<file path="config.mk">
export PLATFORM = sky130hd
export DESIGN_NAME = alu_div_seq
export DESIGN_NICKNAME = d
export VERILOG_FILES = /design/src/rtl/alu_pkg.sv /design/src/rtl/alu_div_step.sv /design/src/rtl/alu_div_seq.sv
export SDC_FILE = /design/constraint.sdc
export NUM_CORES = 1
export LEC_CHECK = 0
export ABC_AREA = 1
export CORE_UTILIZATION = 45
export CTS_CLUSTER_DIAMETER = 120
export CTS_CLUSTER_SIZE = 40
export DETAILED_ROUTE_END_ITERATION = 7
export PLACE_DENSITY = 0.72
export SLEW_MARGIN = 30
export SYNTH_ARGS = -nofsm -noshare
export SYNTH_HDL_FRONTEND = slang
export SYNTH_HIERARCHICAL = 1
export SYNTH_SLANG_ARGS = --single-unit
</file>
<file path="constraint.sdc">
create_clock -name clk -period 3 [get_ports clk]
set_input_delay 0.45 -clock clk [delete_from_list [all_inputs] [get_ports clk]]
set_output_delay 0.45 -clock clk [all_outputs]
set_load 0.005 [all_outputs]
</file>
<file path="src/rtl/alu_pkg.sv">
// rtl/alu_pkg.sv - shared types and constants for the sequential divider
package alu_pkg;

  typedef enum logic [1:0] {
    S_IDLE = 2'd0,
    S_RUN  = 2'd1,
    S_FIX  = 2'd2,
    S_DONE = 2'd3
  } state_t;

  localparam int DEF_WIDTH = 32;

  // Divide-by-zero quotient is all-ones at any width: replicate this bit.
  localparam logic DBZ_Q_FILL = 1'b1;

endpackage

</file>
<file path="src/rtl/alu_div_step.sv">
// rtl/alu_div_step.sv - one restoring shift-subtract step of the divider
module alu_div_step
  import alu_pkg::*;
#(
  parameter int WIDTH = DEF_WIDTH
) (
  input  logic [WIDTH-1:0] rem_in,
  input  logic [WIDTH-1:0] divisor,
  input  logic             dvd_bit,
  output logic [WIDTH-1:0] rem_out,
  output logic             q_bit
);

  logic [WIDTH:0] shifted;
  logic [WIDTH:0] diff;

  // rem_in < divisor, so a borrow shows up exactly in the top bit of diff.
  always_comb begin
    shifted = {rem_in, dvd_bit};
    diff    = shifted - {1'b0, divisor};
    q_bit   = ~diff[WIDTH];
    rem_out = q_bit ? diff[WIDTH-1:0] : shifted[WIDTH-1:0];
  end

endmodule

</file>
<file path="src/rtl/alu_div_seq.sv">
// rtl/alu_div_seq.sv - multi-cycle signed/unsigned restoring divider
module alu_div_seq
  import alu_pkg::*;
#(
  parameter int WIDTH = DEF_WIDTH
) (
  input  logic             clk,
  input  logic             rst,
  input  logic             start,
  input  logic             is_signed,
  input  logic [WIDTH-1:0] a,
  input  logic [WIDTH-1:0] b,
  output logic             busy,
  output logic             done,
  output logic [WIDTH-1:0] quotient,
  output logic [WIDTH-1:0] remainder,
  output logic             div_by_zero
);

  localparam int CW = $clog2(WIDTH) + 1;

  state_t           state, state_nxt;
  logic [CW-1:0]    cnt;
  logic [WIDTH-1:0] dvd, dsr, rem, q_work;
  logic [WIDTH-1:0] rem_nxt, a_abs, b_abs;
  logic             q_bit, neg_q, neg_r, last_step;

  assign a_abs     = (is_signed && a[WIDTH-1]) ? -a : a;
  assign b_abs     = (is_signed && b[WIDTH-1]) ? -b : b;
  assign last_step = (cnt == CW'(WIDTH - 1));

  alu_div_step #(.WIDTH(WIDTH)) u_step (
    .rem_in  (rem),
    .divisor (dsr),
    .dvd_bit (dvd[WIDTH-1]),
    .rem_out (rem_nxt),
    .q_bit   (q_bit)
  );

  always_ff @(posedge clk) begin
    if (rst) state <= S_IDLE;
    else     state <= state_nxt;
  end

  always_comb begin
    state_nxt = state;
    case (state)
      S_IDLE:  if (start) state_nxt = (b == '0) ? S_DONE : S_RUN;
      S_RUN:   if (last_step) state_nxt = S_FIX;
      S_FIX:   state_nxt = S_DONE;
      S_DONE:  state_nxt = S_IDLE;
      default: state_nxt = S_IDLE;
    endcase
  end

  always_comb begin
    busy = (state != S_IDLE);
    done = (state == S_DONE);
  end

  always_ff @(posedge clk) begin
    if (rst) begin
      cnt         <= '0;
      dvd         <= '0;
      dsr         <= '0;
      rem         <= '0;
      q_work      <= '0;
      neg_q       <= 1'b0;
      neg_r       <= 1'b0;
      quotient    <= '0;
      remainder   <= '0;
      div_by_zero <= 1'b0;
    end else begin
      case (state)
        S_IDLE: begin
          if (start) begin
            if (b == '0) begin
              quotient    <= {WIDTH{DBZ_Q_FILL}};
              remainder   <= a;
              div_by_zero <= 1'b1;
            end else begin
              dvd         <= a_abs;
              dsr         <= b_abs;
              rem         <= '0;
              q_work      <= '0;
              cnt         <= '0;
              neg_q       <= is_signed && (a[WIDTH-1] != b[WIDTH-1]);
              neg_r       <= is_signed && a[WIDTH-1];
              div_by_zero <= 1'b0;
            end
          end
        end
        S_RUN: begin
          rem    <= rem_nxt;
          q_work <= {q_work[WIDTH-2:0], q_bit};
          dvd    <= {dvd[WIDTH-2:0], 1'b0};
          cnt    <= cnt + CW'(1);
        end
        // Most-negative / -1 needs no special case: negating 2^(W-1) wraps to itself.
        S_FIX: begin
          quotient  <= neg_q ? -q_work : q_work;
          remainder <= neg_r ? -rem : rem;
        end
        default: ;
      endcase
    end
  end

endmodule

</file>
==> metrics.yaml <==
vias: 16480
cpMostUsedCell: "nand2_1"
cp_max_fo: 32
hold_violations: 0
postLayoutCoreUtil_pct: 52.25
via_per_inst: 5.257
dp_hpwl_mm: 37.61
dp.cells: 3122
grt_overflow: 0
instances_no_fill: 3134
power.density_nw_per_um2: 1213
core.rowCount: 66
path_class: "register to register"
synthAdderAreaFrac_pct: 3.575
synth_fp_nets: 2712
synth_top_family_by_area: "simple AND/OR/NAND/NOR gates"
maxSlewHeadroom_pct: 42.84
multiInputGateArea_sq_um: 9276
antenna_left: 0
first_pass_iters: 8
setup.worst_path.start_class: "register"
synth_xor_xnor_area_share_pct: 2.878
seq_area_frac_synth_pct: 27.26
fmax_mhz: 385.8
crit_path_cell_trace: "inv_1 -> ha_1 -> fa_1 -> inv_1 -> nand2_1 -> nand2_1 -> nand3_1 -> nand2_2 -> nand2_1 -> nand2_2 -> nand2_2 -> nand3_1 -> nand2_4 -> nand2_1 -> nand2_1 -> a21oi_1 -> nor2_1"
final_layout_size_suffix_gt1_share_pct: 3.418
fin_nets: 2801
status: "finished, final reports clean"
rsz0062_at_grt: "false"
root_buffer: "clkbuf_16"
cp_top_family: "simple AND/OR/NAND/NOR gates"
synth-simple-area-share_pct: 40.11
critPathBufInv: 2
gp_congestion: 0.9638
p_leak_nw: 8.167
ys.flop_type: "dfxtp_1"
wl_per_cell_um: 15.75
cts.hold.buffers_added: 0
cap_violations: 0
synth_mux_area_share_pct: 0.1343
cts_resized: 0
clk_pin_slew_worst_paths_ns: 0.14
clockPowerShare_pct: 7.3
die_area_sq_um: 33860
slowest_delay_ns: 0.43
fin_crit_ns: 2.592
htree_levels: 1
diodes: 0
insertion_delay_ns: 0.49
core-area_sq_um: 32540
portBuffers: 134
ios: 135
cts_buffers: 9
grt_util_all_layers_pct: 29.18
synth_cell_type_count: 46
skew_ns: 0.01869
setup_viol: 0
async_reset_ff_share_pct: 0
antenna_found_initial: 0
regArea_sq_um: 4064
slew_viol_final: 0
yosys_warnings: 6
p_comb_share_pct: 71.0
ys_ff_latch: 203
hold_class: "register to register"
area_delta_synth_final_pct: 14.01
worst_setup_path_end_kind: "register"
grt_pass1_wl_mm: 79.36
grt_max_degree: 71
die_width_um: 184.0
sw_frac_of_total_pct: 56.43
setup_tns_ns: 0
post_cts_buffers: 0
synth-edff-count: 0
tightestPinTransition_ns: 0.8521
arrival_ns: 2.98
grt_pass1_vias: 15130
syn_area_sq_um: 14910
synth_compound_area_share_pct: 15.43
clk_path_buf_depth: 3
cts_tree: "yes"
drt_iter0_markers: 1318
critPathRequiredTime_ns: 3.39
power_frac_seq_pct: 21.7
initial_core_util_pct: 45.82
fp.dieH_um: 184.0
cts.sinks: 203
ir_drop_mv: 0.6689
p_int_w: 0.008983
post-route-period-util_pct: 86.41
wirelength_mm: 49.36
crit_slowest_cell: "fa_1"
fill_cells: 3512
postSynthCellCount: 2602
drcViolationCount: 0
postSynthAreaPerCell_sq_um: 5.730
power.net_switching_w: 0.01164
==> worst min-delay path: cells and delay by family (launching register included) <==
kind / cells / cell delay (ns)
simple gates: 1 / 0.06
compound gates: 1 / 0.05
flops: 1 / 0.33
==> worst paths after layout <==
check | start | end | slack [ns] | depth (start not counted)
worst max-delay path | dvd[31]$_SDFFE_PP0P_ | rem[31]$_SDFFE_PP0P_ | 0.41 | 17
worst min-delay path | dvd[28]$_SDFFE_PP0P_ | dvd[28]$_SDFFE_PP0P_ | 0.48 | 2
worst max register to register | dvd[31]$_SDFFE_PP0P_ | rem[31]$_SDFFE_PP0P_ | 0.41 | 17
worst min register to register | dvd[28]$_SDFFE_PP0P_ | dvd[28]$_SDFFE_PP0P_ | 0.48 | 2
==> per-layer routing <==
layer | vias up | part of all wire (%) | global-route usage (%) | wire length [um]
met3 | 74 | 4.5 | 2.278 | 2245
li1 | 8428 | - | - | -
met2 | 473 | 45 | 47.89 | 22170
met4 | 0 | 2.5 | 7.367 | 1241
met1 | 7500 | 48 | 41.08 | 23710
met5 | - | 0 | 0 | 0
==> cell usage after synthesis, drive strengths merged (2+ instances only) <==
cell type	instances	area share (%)
nor3b	2	0.10
dfxtp	203	27
a21oi	190	6.4
buf	35	1.7
o22ai	3	0.13
xor2	42	2.5
nand3b	11	0.55
nand4	26	1.1
clkinv	3	0.076
a31oi	3	0.13
nor2	454	11
o211ai	3	0.15
ha	41	3.4
and2	5	0.21
or2	5	0.21
inv	280	7.0
o21bai	10	0.50
o21ai	227	7.6
xnor2	7	0.41
nand2	780	20
mux2i	2	0.13
clkbuf	69	1.8
o21a	3	0.15
nand3	167	5.7
nor3	23	0.77
==> power groups by stage <==
stage          Combinational (W)  Sequential, W  Clock, W
2_1_floorplan             0.0107        0.00425         0
3_3_place_gp              0.0142        0.00450         0
3_5_place_dp              0.0144        0.00452         0
4_1_cts                   0.0145        0.00447   0.00156
5_1_grt                   0.0166        0.00460   0.00164
6_report                  0.0146        0.00447   0.00151
==> stage by stage <==
stage	hold slack, ns	cell area [sq um]	total power, W	setup slack, ns
2_1_floorplan	0.4441	14910	0.01496	0.7873
3_3_place_gp	0.4516	16730	0.01872	0.1480
3_5_place_dp	0.4569	16730	0.01890	0.1962
4_1_cts	0.4769	17000	0.02048	0.4400
5_1_grt	0.5012	17000	0.02282	0.1489
6_report	0.4754	17000	0.02062	0.4078
==> final cells by class <==
class                      count  area share, %
multi-input combinational   2012          54.57
sequential                   203          23.91
timing repair buffer         182          10.45
inverter                     283          6.264
tap                          442          3.253
clock buffer                   9          1.325
clock inverter                 3         0.2282
==> placed cells by master (no fill, tap or decap), types with 2 or more instances in the layout <==
cell type          n
xor2_1            42
o21ai_0          185
o21a_1             3
buf_12             6
clkbuf_16          9
o22ai_1            3
inv_2              5
a21oi_1          188
nand3_2            2
nand3b_1          11
xnor2_1            7
ha_2               2
buf_4             42
or2_2              3
nand4_1           26
nand2_2           11
dfxtp_1          203
and2_1             5
nor2_1           452
inv_1            275
o21ai_1           42
nand2_4            2
o21bai_1          10
nand3_1          164
clkdlybuf4s50_1  134
nand2_1          767
a21oi_2            2
clkinv_1           2
ha_1              39
nor3_1            23
nor2_2             2
o211ai_1           3
mux2i_1            2
a31oi_1            3
nor3b_1            2
inv_8              2
==> kinds of logic after synthesis <==
kind of cell,after synthesis
AOI/OAI and AO/OA,444
muxes,2
buffers and inverters,387
xor gates and xnor gates,49
DFF,203
and+or+nand+nor,1475
adders and majority gates,42
==> state kept, by name, indices dropped and copies added (netlist names) <==
signal	cells
dvd	32
quotient	32
rem	32
neg_r	1
remainder	32
div_by_zero	1
cnt	6
q_work	32
state	2
dsr	32
neg_q	1
Power figures use the tool's default switching activity.
